==> src/rtl/pedidos_pkg.sv <==
// Shared types for the PoLift request intake path.
// Holds the intake FSM states and the request record layout.
package pedidos_pkg;

    localparam int ANDAR_W_PADRAO = 4;

    typedef enum logic [1:0] {
        DESLIGADO = 2'b00,
        ESPERA    = 2'b01,
        VALIDA    = 2'b10
    } estado_t;

    typedef struct packed {
        logic [ANDAR_W_PADRAO-1:0] origem;
        logic [ANDAR_W_PADRAO-1:0] destino;
    } pedido_t;

endpackage

==> src/rtl/fifo_pedidos.sv <==
// Synchronous request FIFO with flush and an occupied-entry lookup.
// The lookup comparator exists only when PEDIDO_DEDUP_EN is defined.
module fifo_pedidos #(
    parameter int DATA_W       = 8,
    parameter int PROFUNDIDADE = 4,
    localparam int PTR_W       = $clog2(PROFUNDIDADE)
) (
    input  logic              clock,
    input  logic              reset,
    input  logic              flush,
    input  logic              push,
    input  logic              pop,
    input  logic [DATA_W-1:0] dado,
    input  logic [DATA_W-1:0] consulta,
    output logic [DATA_W-1:0] head,
    output logic              cheia,
    output logic              vazia,
    output logic [PTR_W:0]    contagem,
    output logic              repetido
);

    logic [DATA_W-1:0] mem [PROFUNDIDADE];
    logic [PTR_W-1:0]  wr_ptr;
    logic [PTR_W-1:0]  rd_ptr;
    logic              pop_ok;
    logic              push_ok;

    assign vazia   = (contagem == '0);
    assign cheia   = (contagem == (PTR_W+1)'(PROFUNDIDADE));
    assign pop_ok  = pop & ~vazia;
    // A full FIFO still accepts a write when the head leaves in the same cycle
    assign push_ok = push & (~cheia | pop_ok);
    assign head    = mem[rd_ptr];

    always_ff @(posedge clock) begin
        if (reset) begin
            wr_ptr   <= '0;
            rd_ptr   <= '0;
            contagem <= '0;
            for (int i = 0; i < PROFUNDIDADE; i++) mem[i] <= '0;
        end else if (flush) begin
            wr_ptr   <= '0;
            rd_ptr   <= '0;
            contagem <= '0;
        end else begin
            if (push_ok) begin
                mem[wr_ptr] <= dado;
                wr_ptr      <= wr_ptr + 1'b1;
            end
            if (pop_ok) rd_ptr <= rd_ptr + 1'b1;
            if (push_ok && !pop_ok) contagem <= contagem + 1'b1;
            else if (!push_ok && pop_ok) contagem <= contagem - 1'b1;
        end
    end

`ifdef PEDIDO_DEDUP_EN
    always_comb begin
        logic [PTR_W-1:0] idx;
        repetido = 1'b0;
        idx      = '0;
        for (int i = 0; i < PROFUNDIDADE; i++) begin
            idx = rd_ptr + PTR_W'(i);
            if ((32'(contagem) > i) && (mem[idx] == consulta)) repetido = 1'b1;
        end
    end
`else
    logic unused_consulta;
    assign unused_consulta = ^consulta;
    assign repetido        = 1'b0;
`endif

endmodule

==> src/rtl/captura_pedidos.sv <==
// Request intake: synchronizer, capture/validate FSM and request FIFO.
// Optional PEDIDO_DEDUP_EN drops requests already waiting in the FIFO.
module captura_pedidos
    import pedidos_pkg::*;
#(
    parameter int ANDAR_W      = ANDAR_W_PADRAO,
    parameter int NUM_ANDARES  = 16,
    parameter int PROFUNDIDADE = 4
) (
    input  logic                            clock,
    input  logic                            reset,
    input  logic                            iniciar,
    input  logic [ANDAR_W-1:0]              origem,
    input  logic [ANDAR_W-1:0]              destino,
    input  logic                            novaEntrada,
    output logic                            pedido_valido,
    output logic [ANDAR_W-1:0]              pedido_origem,
    output logic [ANDAR_W-1:0]              pedido_destino,
    input  logic                            pedido_aceito,
    output logic                            fila_cheia,
    output logic                            fila_vazia,
    output logic [$clog2(PROFUNDIDADE):0]   contagem,
    output logic                            erro_pedido,
    output logic                            descartado,
    output logic                            pedido_duplicado,
    output logic [1:0]                      db_estado
);

    logic s1, s2, s3;
    logic borda;
    estado_t estado, proximo;
    logic [ANDAR_W-1:0] orig_q, dest_q;
    logic [2*ANDAR_W-1:0] head;
    logic invalido, repetido, pop;
    logic captura, escreve;
    logic erro_d, desc_d, dup_d;

    assign borda    = s2 & ~s3;
    assign invalido = (orig_q == dest_q)
                    || (32'(orig_q) >= NUM_ANDARES)
                    || (32'(dest_q) >= NUM_ANDARES);
    // Dropping iniciar flushes the FIFO, so the pop must not also count
    assign pop            = pedido_valido & pedido_aceito & iniciar;
    assign pedido_valido  = ~fila_vazia;
    assign pedido_origem  = head[2*ANDAR_W-1:ANDAR_W];
    assign pedido_destino = head[ANDAR_W-1:0];
    assign db_estado      = estado;

    always_ff @(posedge clock) begin
        if (reset) begin
            s1               <= 1'b0;
            s2               <= 1'b0;
            s3               <= 1'b0;
            estado           <= DESLIGADO;
            orig_q           <= '0;
            dest_q           <= '0;
            erro_pedido      <= 1'b0;
            descartado       <= 1'b0;
            pedido_duplicado <= 1'b0;
        end else begin
            s1               <= novaEntrada;
            s2               <= s1;
            s3               <= s2;
            estado           <= proximo;
            erro_pedido      <= erro_d;
            descartado       <= desc_d;
            pedido_duplicado <= dup_d;
            if (captura) begin
                orig_q <= origem;
                dest_q <= destino;
            end
        end
    end

    always_comb begin
        proximo = estado;
        captura = 1'b0;
        escreve = 1'b0;
        erro_d  = 1'b0;
        desc_d  = 1'b0;
        dup_d   = 1'b0;
        if (!iniciar) begin
            proximo = DESLIGADO;
        end else begin
            case (estado)
                DESLIGADO: proximo = ESPERA;
                ESPERA: begin
                    if (borda) begin
                        captura = 1'b1;
                        proximo = VALIDA;
                    end
                end
                VALIDA: begin
                    proximo = ESPERA;
                    if (invalido) erro_d = 1'b1;
                    else if (repetido) dup_d = 1'b1;
                    else if (fila_cheia && !pop) desc_d = 1'b1;
                    else escreve = 1'b1;
                end
                default: proximo = DESLIGADO;
            endcase
        end
    end

    fifo_pedidos #(
        .DATA_W       (2*ANDAR_W),
        .PROFUNDIDADE (PROFUNDIDADE)
    ) u_fifo (
        .clock    (clock),
        .reset    (reset),
        .flush    (~iniciar),
        .push     (escreve),
        .pop      (pop),
        .dado     ({orig_q, dest_q}),
        .consulta ({orig_q, dest_q}),
        .head     (head),
        .cheia    (fila_cheia),
        .vazia    (fila_vazia),
        .contagem (contagem),
        .repetido (repetido)
    );

endmodule
==> config.mk <==
export PLATFORM = sky130hd
export DESIGN_NAME = captura_pedidos
export DESIGN_NICKNAME = d
export VERILOG_FILES = /design/src/rtl/pedidos_pkg.sv /design/src/rtl/fifo_pedidos.sv /design/src/rtl/captura_pedidos.sv
export SDC_FILE = /design/constraint.sdc
export NUM_CORES = 1
export LEC_CHECK = 0
export ABC_CLOCK_PERIOD_IN_PS = 3000
export BUFFER_PORTS_ARGS = -buffer_cell sky130_fd_sc_hd__buf_2
export CAP_MARGIN = 20
export CORE_MARGIN = 10
export CORE_UTILIZATION = 57
export CTS_CLUSTER_SIZE = 16
export DETAILED_ROUTE_END_ITERATION = 6
export PLACE_DENSITY = 0.84
export SYNTH_ARGS = -nofsm -noshare
export SYNTH_HDL_FRONTEND = slang
export SYNTH_HIERARCHICAL = 1
export SYNTH_SLANG_ARGS = --single-unit
==> constraint.sdc <==
create_clock -name clock -period 3 [get_ports clock]
set_input_delay 0.45 -clock clock [delete_from_list [all_inputs] [get_ports clock]]
set_output_delay 0.45 -clock clock [all_outputs]
set_load 0.03 [all_outputs]
Yosys cells after proc, flatten, opt, wreduce, memory -nomap -nowiden
Memory sizes are Yosys's and may differ from the RTL's. A register that Yosys moved wholly into a read port is not among the register bits.
Index checks and enable logic that the tools add are counted.
{ "totals": {"register_bits": 22, "mem_bits_rw": 32, "in_bits": 13, "out_inout_bits": 19, "wordCells": 70, "mem_count": 1} }
{ "mem_list": {"columns": ["name", "depth", "word_bits", "read_ports", "rd_ports_with_merged_regs", "write_ports", "line", "source"], "rows": [
  ["u_fifo.mem", 4, 8, 1, 1, 4, "fifo_pedidos.sv:22", "logic [DATA_W-1:0] mem [PROFUNDIDADE];"]
]} }
{ "classes": {"n_addsub": 4, "n_eq_ne": 5, "n_mux": 24, "bitwise_logic": 11, "n_reduce_logical": 14} }
{ "op_table": {"columns": ["operator", "n"], "rows": [
  ["two-way mux 1 bit", 16],
  ["two-way mux 2 bit", 4],
  ["two-way mux 8 bit", 1],
  ["OR reduction 8 bit", 1],
  ["two-way mux 3 bit", 2],
  ["bitwise AND 1 bit", 5],
  ["inverter 1 bit", 5],
  ["adder 2 x 1 -> 2 bit (second input constant)", 2],
  ["== test 4 bit", 1],
  ["one-hot mux 2 bit (2 select lines)", 1],
  ["OR reduction 2 bit", 2],
  ["OR reduction 4 bit", 1],
  ["adder 3 x 1 -> 3 bit (second input constant)", 1],
  ["== test 3 bit (second input constant)", 1],
  ["logical AND 1 bit", 3],
  ["zero test 1 bit", 3],
  ["zero test 3 bit", 1],
  ["OR reduction 3 bit", 1],
  ["subtractor 3 x 1 -> 3 bit (second input constant)", 1],
  ["== test 2 x 1 -> 1 bit (second input constant)", 1],
  ["== test 2 bit (second input constant)", 1],
  ["zero test 2 bit", 1],
  ["!= test 2 bit (second input constant)", 1],
  ["nonzero test 2 bit", 1],
  ["bitwise OR 1 bit", 1]
]} }

Longest topological paths before layout
Gate-level depths: netlist of run 1.
{ "depth": {"depth_word": 17, "depth_mapped": 11} }

By module
Netlist of run 1, hierarchy kept.
{ "modules_own_cells": {"columns": ["module", "n_inst", "cells_each", "area_per_inst_um2", "seq_area_each_um2"], "rows": [
  ["fifo_pedidos", 1, 133, 1935.6, 1141.1],
  ["captura_pedidos", 1, 68, 711.9, 320.3]
]} }

Worst setup path after synthesis of run 1
OpenSTA, ideal clock, no wires.
{ "synth_path": {"path_kind": "register to register", "start": "reg u_fifo.contagem[0]", "end": "reg u_fifo.contagem[2]", "setup_time_ns": 0.070, "t_arrival_ns": 3.099, "path_slack_ns": -0.169, "path_stages_with_launch": 12, "path_buffers": 0, "path_cell_list": "dfxtp_1 nor3_1 nand2b_1 nor2_1 nor4b_4 nor2b_1 ha_1 inv_1 fa_1 xor2_1 or3_1 a21oi_1"} }
{ "synth_via": {"elab_chain_len": 14} }
{ "synth_rtl": {"columns": ["element", "line", "source"], "rows": [
  ["start: declaration", "fifo_pedidos.sv:18", "output logic [PTR_W:0] contagem,"],
  ["start signal: assignment", "fifo_pedidos.sv:51", "if (push_ok && !pop_ok) contagem <= contagem + 1'b1;"],
  ["start signal: assignment", "fifo_pedidos.sv:52", "else if (!push_ok && pop_ok) contagem <= contagem - 1'b1;"],
  ["zero test 3 bit *", "fifo_pedidos.sv:28", "assign vazia = (contagem == '0);"],
  ["named net fila_vazia", "captura_pedidos.sv:21", "output logic fila_vazia,"],
  ["inverter 1 bit *", "captura_pedidos.sv:44", "assign pedido_valido = ~fila_vazia;"],
  ["bitwise AND 1 bit * (2 in series)", "captura_pedidos.sv:43", "assign pop = pedido_valido & pedido_aceito & iniciar;"],
  ["named net pop", "captura_pedidos.sv:34", "logic invalido, repetido, pop;"],
  ["zero test 1 bit", "captura_pedidos.sv:97", "else if (fila_cheia && !pop) desc_d = 1'b1;"],
  ["logical AND 1 bit", "captura_pedidos.sv:97", null],
  ["two-way mux 1 bit", "captura_pedidos.sv:97", null],
  ["two-way mux 1 bit", "captura_pedidos.sv:95", "if (invalido) erro_d = 1'b1;"],
  ["two-way mux 1 bit", "captura_pedidos.sv:85", "case (estado)"],
  ["two-way mux 1 bit", "captura_pedidos.sv:82", "if (!iniciar) begin"],
  ["bitwise AND 1 bit", "fifo_pedidos.sv:32", "assign push_ok = push & (~cheia | pop_ok);"],
  ["zero test 1 bit", "fifo_pedidos.sv:52", null],
  ["logical AND 1 bit", "fifo_pedidos.sv:52", null],
  ["nonzero test 2 bit (no line)", null, null]
]} }
Mark *: on every way through the listed nets, which the timed path passes. The rest lies on a longest branch. The select of a mux whose other input is x is not followed.
A chain may end at the register's enable or synchronous reset.

Worst setup path after layout of run 1
{ "layout_path": {"start": "reg orig_q[1]", "end": "reg u_fifo.contagem[2]"} }
{ "layout_via": {"elab_chain_len": 8} }
{ "layout_rtl": {"columns": ["element", "line", "source"], "rows": [
  ["start: declaration", "captura_pedidos.sv:32", "logic [ANDAR_W-1:0] orig_q, dest_q;"],
  ["start signal: assignment", "captura_pedidos.sv:69", "orig_q <= origem;"],
  ["== test 4 bit *", "captura_pedidos.sv:39", "assign invalido = (orig_q == dest_q)"],
  ["two-way mux 1 bit *", "captura_pedidos.sv:95", null],
  ["two-way mux 1 bit *", "captura_pedidos.sv:85", null],
  ["two-way mux 1 bit *", "captura_pedidos.sv:82", null],
  ["named net escreve", "captura_pedidos.sv:35", "logic captura, escreve;"],
  ["bitwise AND 1 bit *", "fifo_pedidos.sv:32", null],
  ["zero test 1 bit", "fifo_pedidos.sv:52", null],
  ["logical AND 1 bit", "fifo_pedidos.sv:52", null],
  ["nonzero test 2 bit (no line)", null, null]
]} }
Mark *: on every way through the listed nets, which the timed path passes. The rest lies on a longest branch.

==> results.txt, run 1 <==
- The run finished with clean final reports.
- Ranked by total cell area, the synthesized netlist is headed by edfxtp_1 36%, dfxtp_1 19%, mux4_2 6.8%, nand2b_1 4.3%, and3_1 3.8%.
- Final hold violations: 0
- Power spread over the standard cell area amounts to 489.8 nW/um^2.
- The worst path meets setup with 320.8 ps of slack.
- Resized Gates After CTS: 0
* Global placer's final weighted congestion: 0.7556
- Setup repair after global routing left no endpoint under its margin.
- DIE HEIGHT: 88.15 um
* Post-CTS setup buffer count: 0
- Wire length of the first global-routing pass: 8.569 mm
- Synthesized area per cell: 13.17 sq um
- Synthesis warning total: 6
- After the last flow step, the layout net total stands at 251.
* Post-synth design cell area: 2648 sq um
- CP max stage cell: dfxtp_1
- The initial antenna violation count came to 0.
- Number of sinks handled by clock tree synthesis: 57
* Yosys top cell area share: 0.3629
- The longest clock path from root to sink contains 2 buffers.
- Number of routed nets with antenna violations: 0
- Data arrival at the endpoint of the critical path: 2930 ps
* DRT iter0 DRCs: 112
* Internal portion of total power: 0.001151 W
- Top cell type by total area after synthesis: edfxtp_1
* Total leakage power: 1.219 nW
- Residual DRC: 0
* Final worst path period need: 2679 ps
* Via density per instance: 5.625
* Final core occ: 0.6774
- TritonCTS created 9 clock buffers.
* Setup crit end kind: register
* Count of antenna diodes in the layout: 0
- Pin placement for this block handled 32 I/O pins.
- VDD sags by at most 269.6 uV.
- In this run the tool buffered the top-level ports with 31 buffer cells.
- Critical path, cell by cell: xor2_1, nor4_4, a211oi_2, nor2b_1, ha_1, inv_1, fa_1, xor2_1, or3_1, a21oi_1
* Final count of pins violating max slew: 0
- Rel. slew slack: 0.4264
- Net switching power of the design: 0.0003139 W
* Overflow left after global routing: 0
* Synthesized Nets: 216
- Final hold slack: 364.7 ps
- Setup slack on the worst reg-to-reg path comes out at 320 ps.
- The number of buffers and inverters on the critical path is 1.
- Routed wirelength normalized by instance count: 17.54 um
- Area of the core region: 4414 sq um
* Sum Neg Setup Slack: 0 ps
- In the finished design, the share of the clock period the worst path needs comes to 0.8931.
* Worst hold path type: input pin to register
- Most frequent standard cell in the layout excluding fill and tap cells: edfxtp_1
- Prior to clock tree synthesis, the placed netlist has a worst setup slack of 102.8 ps.
- The share of the Yosys chip area taken by registers is 0.5520.
- For this run, the total global-route usage over all layers was measured as 0.1436.
* Detail Placement HPWL: 3.500 mm
- Among cell families on the critical path, the largest total delay comes from simple AND/OR/NAND/NOR gates.
- Combinational share of power: 0.043
* Number of hold buffers added after cts: 0
- Switching share of total power: 0.2143
* Pin count of the biggest net entering global routing: 29
* Fraction of layout instances using a drive strength above 1: 0.3029
- For the pin with the worst max-slew slack, the measured transition is 859.2 ps.
- Insertion delay of the later-clocked pin in the worst-skew pair: 320 ps
* Biggest cell delay along the critical path: 450 ps
* Clock network fraction of total power: 0.378
* Cell occurring most often along the worst timing path: xor2_1
* Predominant post-synthesis flop cell: edfxtp_1
- Clock tree from TritonCTS: done
* Clock Pin Slew Worst Setup and Hold Paths: 60 ps
- The tree is rooted in a clkbuf_8.
* DIE WIDTH: 88.15 um
- Flip-flop and latch count after synthesis: 57
- Fraction of synthesis flops using an asynchronous set or reset pin: 0
- Most frequent cells in the layout: 32 x edfxtp_1, 31 x buf_2, 25 x dfxtp_1
- Type of origin of the critical path: register
- Maximum frequency from static timing analysis: 0.3732 GHz
- The tool flagged a number of max-cap violations equal to 0.
- Total Routed Length: 5.140 mm
* Worst endpoint required time: 3250 ps
- Counting flops with a built-in enable in the synthesized netlist gives 32.
- Yosys mapped the design onto 43 distinct sky130hd cell types.
- In this run the core area contains 24 standard-cell rows.
- # H-tree levels: 3
- Start-to-end type of the worst setup path: register to register
- Setup violations remaining at the end of the flow were counted as 0.
* First-pass detailed-route iteration total: 4
- Starting utilization of the core area: 0.5998
- Flop pwr share: 0.578
- Total via count in the routed design: 1648
- Via count of the first global-routing pass: 1732
* Final worst clock skew: 7.509 ps
* CP Max Fanout: 6
* Synthesized netlist cell count: 201
* Total die area: 7770 sq um
- The area growth from synthesis to layout is 12.95%.
synthesized netlist by cell type (2+ instances only):
cell and number:
nor3b_1 2, nor3_1 3, a21oi_1 2, a31o_2 2
and2_1 9, o21ai_0 3, buf_6 2, inv_1 4
nor2b_1 7, buf_4 2, nor2_1 9, nand2b_1 18
clkbuf_1 5, mux4_2 8, nand2_1 2, and3_1 16
edfxtp_1 32, dfxtp_1 25, mux2i_1 9, or3_1 3
xor2_1 8, nor3b_2 8, a21o_1 2
path summary, 6_finish.rpt:
| path | cells after the start | end | start |
|---|---|---|---|
| max | 10 | u_fifo/contagem[2]$_SDFFE_PP0P_ | orig_q[1]$_SDFFE_PP0P_ |
| min | 2 | s1$_SDFF_PP0_ | novaEntrada |
| max reg2reg | 10 | u_fifo/contagem[2]$_SDFFE_PP0P_ | orig_q[1]$_SDFFE_PP0P_ |
| min reg2reg | 1 | s2$_SDFF_PP0_ | s1$_SDFF_PP0_ |
cells by family (layout without fill, tap and decap cells):
group                      after synthesis  after routing  share of synthesized area
DFF                                     57             57                     0.5520
adders and majority gates                2              2                    0.01229
AOI/OAI and AO/OA                       13             13                    0.03544
other                                    1              1                   0.001416
buffers and inverters                   16             56                    0.03166
muxes                                   17             17                     0.1021
and+or+nand+nor                         87             87                     0.2387
xor gates and xnor gates                 8              8                    0.02647
flip-flops by register name (all words and copies together) (netlist names), named ones only:
signal and count:
u_fifo/rd_ptr 2, descartado 1, dest_q 4, s3 1
orig_q 4, u_fifo/contagem 3, s2 1, u_fifo/mem 32
pedido_duplicado 1, s1 1, db_estado 2, u_fifo/wr_ptr 2
erro_pedido 1
power by group through the flow:
stage	Combinational, W	Clock, W	Sequential, W
2_1_floorplan	0.0000437	0	0.000862
3_3_place_gp	0.0000624	0	0.000863
3_5_place_dp	0.0000641	0	0.000864
4_1_cts	0.0000642	0.000571	0.000847
5_1_grt	0.0000698	0.000616	0.000848
6_report	0.0000632	0.000554	0.000847
metal layers:
layer | GRT usage | routed length [um] | vias to the layer above
met2 | 0.2255 | 2584 | 53
met3 | 0.03343 | 373 | 2
li1 | - | - | 798
met4 | 0.07275 | 35 | 0
met1 | 0.1812 | 2146 | 795
met5 | 0 | 0 | -
cell type report:
type / instances / area, sq um
repair buffers: 35 / 185.2
multi-input cells: 128 / 1107
clock inverters: 6 / 25.02
well taps: 52 / 65.06
flip-flops and latches: 57 / 1461
fillers: 319 / 1424
clock buffers: 10 / 127.6
inverters: 5 / 18.77
through the flow:
stage,area (sq um),cells,total power (W)
after floorplan,2653,201,0.0009061
after global placement,2838,277,0.0009250
after detailed placement,2838,277,0.0009281
after CTS,2990,293,0.001483
after global routing,2990,293,0.001534
final,2990,293,0.001465
Power figures use the tool's default switching activity.
==> inputs of run 2 (changes only) <==
ABC_CLOCK_PERIOD_IN_PS = 2800   (was 3000)
clock period = 2.8 ns   (was 3 ns; I/O delays follow)
==> results.txt, run 2 (synthesis gave the netlist of run 1 again) <==
- The total placed cells including tap cells was 276 (-0.36%).
- Via density per instance: 5.537 (-1.5%)
- The flow ran to the end, and the final reports show no timing, DRC or antenna violations.
* Total via count in the routed design: 1628 (-1.2%)
* Final worst clock skew: 6.074 ps (-1.434 ps)
- STA classifies the critical path endpoint as a register.
- The library cell used most frequently in the layout, excluding fill and tap cells, is edfxtp_1.
* Number of buffers between clock root and the deepest sink: 2 (unchanged)
- The initial antenna violation count was 0 (unchanged).
* Final hold violations: 0 (unchanged)
- Worst endpoint required time: 3060 ps (-190 ps)
- The hold buffer count at CTS came to 0 (unchanged).
- The maximum vdd drop came to 357.9 uV (+33%).
- The number of iterations in the first detailed-routing pass came to 4 (unchanged).
* Rel. slew slack: 0.4630 (+0.03659)
- Cell at the root of the clock tree: clkbuf_8
- Residual DRC: 0 (unchanged)
* DIE WIDTH: 88.15 um (unchanged)
* Fraction of layout instances using a drive strength above 1: 0.3347 (+0.03181)
- The signal on the critical path passes through or4b_4, a211oi_2, nor2b_1, ha_1, inv_1, fa_1, xor2_1, or3_1, a21oi_1.
- Total global-route track usage: 0.1474 (+0.003833)
* Total leakage power: 1.237 nW (+1.5%)
- The global-route wire length before repair came to 8.673 mm (+1.2%).
- The number of fill cells in the layout came to 330 (+3.4%).
- Worst hold path type: input pin to register
* Starting utilization of the core area: 0.5998 (unchanged)
- Setup slack at placement: 26.46 ps (-76.37 ps)
* Insertion delay of the later-clocked pin in the worst-skew pair: 330 ps (about the same)
- The height of the die was 88.15 um (unchanged).
* # H-tree levels: 3 (unchanged)
- Via count of the first global-routing pass: 1746 (+0.81%)
- The maximum fanout along the worst path came to 5 (-1).
- The instance area after placement is 2838 sq um (unchanged).
- The period utilization was 0.9222 (+0.02909).
- Areal power density over the cells: 533.8 nW/um^2 (+9.0%)
- The floorplan die area was 7770 sq um (unchanged).
* CTS Buf Count: 9 (unchanged)
- Number of input and output port buffers inserted: 31 (unchanged)
- Pin count of the biggest net entering global routing: 29 (unchanged)
* Type of origin of the critical path: register
* Unrepaired setup endpoints after global routing: false
- The clock transition at the registers of the reported paths was 60 ps (about the same).
- Placement Rows: 24 (unchanged)
- The highest clock frequency the design can meet is 0.3873 GHz (+3.8%).
- Layout Area Growth over Synthesis: 14.32%
- The half-perimeter wire length after detailed placement is 3.552 mm (+1.5%).
* Data arrival at the endpoint of the critical path: 2840 ps (-90 ps)
- CP max stage cell: or4b_4
- Biggest cell delay along the critical path: 540 ps (+90 ps)
- Final hold slack: 311.1 ps (-53.63 ps)
- Flip-flop count of the largest register, all copies and words added: 32 (unchanged)
- Area of the core region: 4414 sq um (unchanged)
* DRT iter0 DRCs: 161 (+44%)
- The worst-margin pin slew is 804.4 ps (-54.81 ps).
- Worst path setup slack after routing: 217.9 ps (-102.8 ps)
- # Max-Cap Violations: 0 (unchanged)
- The number of sinks on the clock net is 57 (unchanged).
* Registers with the most flip-flops: u_fifo/mem x32, dest_q x4, orig_q x4
- Most frequent cells in the layout: 32 x edfxtp_1, 31 x buf_2, 23 x dfxtp_1
- The final non-filler cell total is 294 (+0.34%).
- Overflow left after global routing: 0 (unchanged)
* Final design area excluding fillers: 3027 sq um (+1.2%)
- The final-layout setup total negative slack is 0 ps (unchanged).
* Start-to-end type of the worst setup path: register to register
- The final-stage net count came to 252 (+0.40%).
- Clock tree from TritonCTS: done
* Final count of pins violating max slew: 0 (unchanged)
- The register with the most flip-flops in the final layout is u_fifo/mem.
- The total of endpoints with negative setup slack in the final report was 0 (unchanged).
- Final worst path period need: 2582 ps (-97.15 ps)
- Count of antenna diodes in the layout: 0 (unchanged)
- Total Routed Length: 5.120 mm (-0.39%)
- The last weighted congestion value of the routability-driven placer is 0.7768 (+2.8%).
- The total I/O pin count was 32 (unchanged).
- The average routed wire per standard cell is 17.41 um (-0.73%).
- The number of nets with antenna violations after routing was 0 (unchanged).
[run 2: critical path, delay by kind of cell, from the launching register on]
kind / cells / cell delay [ps]
buffers and inverters: 1 / 60
adder cells (fa/ha/maj): 2 / 580
flip-flops: 1 / 340
AO/OA/AOI/OAI: 2 / 330
AND/OR/NAND/NOR: 3 / 1050
XOR/XNOR: 1 / 150
[run 2: final cells by class]
| type | count | area [sq um] | area share |
|---|---|---|---|
| flip-flops and latches | 57 | 1464 | 0.4837 |
| clock buffers | 12 | 145.1 | 0.04795 |
| multi-input cells | 128 | 1122 | 0.3708 |
| inverters | 5 | 18.77 | 0.006201 |
| repair buffers | 36 | 192.7 | 0.06366 |
| well taps | 52 | 65.06 | 0.02150 |
| clock inverters | 4 | 18.77 | 0.006201 |
[run 2: power by group]
| part | switching [W] | internal (W) |
|---|---|---|
| clock | 0.000302 | 0.000337 |
| sequential | 0.00000768 | 0.000901 |
| combinational | 0.0000402 | 0.0000273 |
| total | 0.000350 | 0.00127 |
[run 2: metrics by stage]
step | power, W | utilization
floorplan | 0.0009708 | -
global placement | 0.0009909 | 0.6429
detailed placement | 0.0009950 | 0.6429
global route | 0.001668 | 0.6857
finish | 0.001616 | 0.6857
CTS | 0.001627 | 0.6800
[run 2: per-layer routing]
metal / wire, um / track usage
met5: 0 / 0
met4: 170 / 0.09558
met2: 2454 / 0.2354
met3: 289 / 0.03714
met1: 2205 / 0.1726
[run 2: repair_timing]
action | 4_1_cts | 5_1_grt
endpoints found under the setup margin | 0 | 2
buffers inserted | 0 | 2
gates resized for setup | 0 | 2
[run 2: path summary, 6_finish.rpt]
check,cells past startpoint,endpoint,startpoint,slack (ps)
min,2,s1$_SDFF_PP0_,novaEntrada,310
max reg2reg,9,u_fifo/contagem[2]$_SDFFE_PP0P_,db_estado[0]$_SDFFE_PP0P_,220
min reg2reg,1,s2$_SDFF_PP0_,s1$_SDFF_PP0_,450
max,9,u_fifo/contagem[2]$_SDFFE_PP0P_,db_estado[0]$_SDFFE_PP0P_,220
==> inputs of run 3 (changes only) <==
ABC_AREA = 1   (was not set)
==> results.txt, run 3 <==
- The count of buffers inserted at the top-level ports is 31 (unchanged).
* Most frequent cells after synthesis: 62 x nor2_1, 38 x inv_1, 34 x nand2_1
* Total via count in the routed design: 1987 (+22%)
- The instance count of the mapped netlist was 286 (+42%).
* Final worst path period need: 2512 ps (-70.28 ps)
- Register-to-Register Path Depth: 17 (+8)
- Final worst clock skew: 8.679 ps (+2.604 ps)
- Synthesized area per cell: 9.091 sq um (-31%)
- Post-CTS setup buffer count: 0 (unchanged)
- The number of design rule violations left after detail routing was 0 (unchanged).
* Critical path, cell by cell: nor2_2, nand2_1, inv_1, inv_2, nand3_1, inv_1, inv_1, nand3_2, nand2_1, inv_2, ha_1, inv_1, fa_1, nand2_1, nand3_1, o21ai_0, a21oi_1
- The largest stage delay on the critical path was 390 ps (-150 ps).
- Sum Neg Setup Slack: 0 ps (unchanged)
- Nets: 341 (+35%)
- First-pass detailed-route iteration total: 4 (unchanged)
- Register name with the most flops: u_fifo/mem
- Total die area: 7663 sq um (-1.4%)
* Final non-filler cell total: 383 (+30%)
- The top-area cell type share of the netlist area was 0.3696 (+0.006637).
* Placed insts: 367 (+33%)
* Insertion delay of the later-clocked pin in the worst-skew pair: 340 ps (about the same)
- Total Routed Length: 5.258 mm (+2.7%)
- Count of buffering cells on the critical path with inverters included: 6 (+5)
- The leakage power summed over all cells came to 1.177 nW (-4.8%).
- Global placer's final weighted congestion: 0.8471 (+9.0%)
- The total global routing overflow was 0 (unchanged).
- Worst hold path type: input pin to register
* DIE WIDTH: 87.54 um (-0.69%)
- Compared with the post-synthesis result, the final layout area differs by 15.16%.
- Start-to-end type of the worst setup path: register to register
- The number of H-tree levels came to 3 (unchanged).
- The number of enable flip-flop cells after synthesis was 32 (unchanged).
- Clock tree from TritonCTS: done
- The number of sinks on the clock net came to 57 (unchanged).
* Cell class contributing the biggest share of worst-path delay: simple AND/OR/NAND/NOR gates
- The total power density per cell area was 562.8 nW/um^2 (+5.4%).
- The number of placement rows is 24 (unchanged).
- Yosys instantiated no cell more often than nor2_1.
* Setup Viol. Count Final: 0 (unchanged)
- Library cells used by synthesis: 28 (-35%)
- The average routed wire per standard cell is 13.73 um (-21%).
- STA classifies the critical path startpoint as a register.
- The endpoint required time on the critical path was 3030 ps (-30 ps).
- Most frequent standard cell in the layout excluding fill and tap cells: nor2_1
* Via count of the first global-routing pass: 1996 (+14%)
- CTS Buf Count: 9 (unchanged)
* Share of the clock period used by the worst path: 0.8971 (-0.02510)
* Maximum vdd drop: 439.2 uV (+23%)
* Final hold violations: 0 (unchanged)
- The total of max-cap violations was 0 (unchanged).
- Number of buffers between clock root and the deepest sink: 2 (unchanged)
* Data arrival at the endpoint of the critical path: 2740 ps (-100 ps)
- Synthesis warning total: 6 (unchanged)
- The area of the placeable core is 4384 sq um (-0.68%).
- The number of antenna repair diodes is 0 (unchanged).
- Number of hold buffers added after cts: 0 (unchanged)
- By instance count, the cell type seen most on the critical path is inv_1.
* Resized Gates After CTS: 0 (unchanged)
* CP max stage cell: dfxtp_2
- Ports placed on the boundary: 32 (unchanged)
- CP Max Fanout: 6 (+1)
- Detail Placement HPWL: 3.868 mm (+8.9%)
- The largest total area in the synthesized netlist belongs to edfxtp_1.
- The highest clock frequency the design can meet came to 0.3981 GHz (+2.8%).
- Stages on the worst setup path: 17 (+8)
- The clock transition at the registers of the reported paths came to 60 ps (about the same).
* Synthesized Nets: 301 (+39%)
* Pin count of the biggest net entering global routing: 20 (-31%)
- Unrepaired setup endpoints after global routing: false
- DIE HEIGHT: 87.54 um (-0.69%)
- The share of async-settable or async-resettable flops after synthesis is 0 (unchanged).
- Final count of pins violating max slew: 0 (unchanged)
- Depth of the worst hold-timing path: 3 (+1)
- Cell at the root of the clock tree: clkbuf_8
- The post-synthesis sequential element count came to 57 (unchanged).
* Result of the run: finished, final reports clean
* Starting utilization of the core area: 0.5930 (-0.006737)
- Registers with the most flip-flops: u_fifo/mem x32, dest_q x4, orig_q x4
- The detailed router's first-iteration violation count came to 163 (+1.2%).
- In the layout the commonest cells are 62 x nor2_1, 38 x inv_1, 34 x nand2_1.
- The worst setup path is captured at a register.
- Flip-flop count of the largest register, all copies and words added: 32 (unchanged)
- Wire length of the first global-routing pass: 9.045 mm (+4.3%)
- Share of synthesized area occupied by flip-flops and latches: 0.5621 (+0.01009)
* Post-synth design cell area: 2600 sq um (-1.8%)
- Fraction of layout instances using a drive strength above 1: 0.2236 (-0.1111)
- The number of vias per cell came to 5.188 (-6.3%).
- Ranking of synthesized cells by area: edfxtp_1 37%, dfxtp_1 19%, nor2_1 9.0%, o21ai_0 5.8%, inv_1 5.5%
- Number of antenna violations at the first check in global routing: 0 (unchanged)
- Predominant post-synthesis flop cell: edfxtp_1
* Number of routed nets with antenna violations: 0 (unchanged)
* Total global-route track usage: 0.1525 (+0.005143)
-- run 3: changes by cell type in the layout (fill, tap and decap cells not counted), sizes merged, moves of 16 or more --
cell / previous run / this run
and3: 16 / 0
inv: 5 / 42
nand2: 2 / 36
nand2b: 18 / 0
nor2: 9 / 66
nor3: 3 / 19
o21ai: 3 / 30
-- run 3: cells by family (layout without fill, tap and decap cells) --
kind of cell             Yosys count  after routing  synth area share
AND/OR/NAND/NOR                  130            130            0.2493
flip-flops                        57             57            0.5621
buffers and inverters             49             94           0.07892
AO/OA/AOI/OAI                     46             46           0.09240
adder cells (fa/ha/maj)            2              2           0.01251
other                              1              1          0.001442
XOR/XNOR                           1              1          0.003369
-- run 3: worst min-delay path, cell delays in order --
cell and delay (ps):
buf_2 70, inv_1 30, nor2_1 60
-- run 3: area by class of cell --
type                    instances  area, sq um
clock buffers                  12        135.1
well taps                      52        65.06
flip-flops and latches         57         1465
clock inverters                 4        43.79
fillers                       351         1390
inverters                      43        166.4
multi-input cells             180        933.4
repair buffers                 35        185.2
-- run 3: routing by layer --
metal  vias to the layer above  GRT usage  wire, um
li1                       1014          -         -
met1                       908     0.1727      2243
met2                        52     0.2447      2557
met3                        13    0.06964       354
met4                         0    0.06232       103
met5                         -          0         0
-- run 3: final timing paths --
check | start | endpoint | slack, ps
worst max-delay path | u_fifo/contagem[0]$_SDFFE_PP0P_ | u_fifo/contagem[2]$_SDFFE_PP0P_ | 290
worst min-delay path | novaEntrada | s1$_SDFF_PP0_ | 290
worst max register to register | u_fifo/contagem[0]$_SDFFE_PP0P_ | u_fifo/contagem[2]$_SDFFE_PP0P_ | 290
worst min register to register | s1$_SDFF_PP0_ | s2$_SDFF_PP0_ | 410
-- run 3: where the power goes --
part	switching [W]	internal, W	total [W]
sequential	0.00000666	0.000902	0.000909
clock	0.000299	0.000405	0.000704
combinational	0.0000498	0.0000222	0.0000720
-- run 3: metrics by stage --
| stage | cell area, sq um | utilization | hold slack [ps] | worst slack, ps | power (W) |
|---|---|---|---|---|---|
| floorplan | 2604 | - | 388.3 | 53.31 | 0.0009717 |
| global placement | 2815 | 0.6421 | 391.0 | 544.1 | 0.0009970 |
| detailed placement | 2815 | 0.6421 | 397.8 | 345.2 | 0.0009996 |
| CTS | 2994 | 0.6829 | 274.5 | 331.0 | 0.001701 |
| global route | 2994 | 0.6829 | 280.6 | 82.46 | 0.001758 |
| finish | 2994 | 0.6829 | 285.4 | 288.2 | 0.001685 |
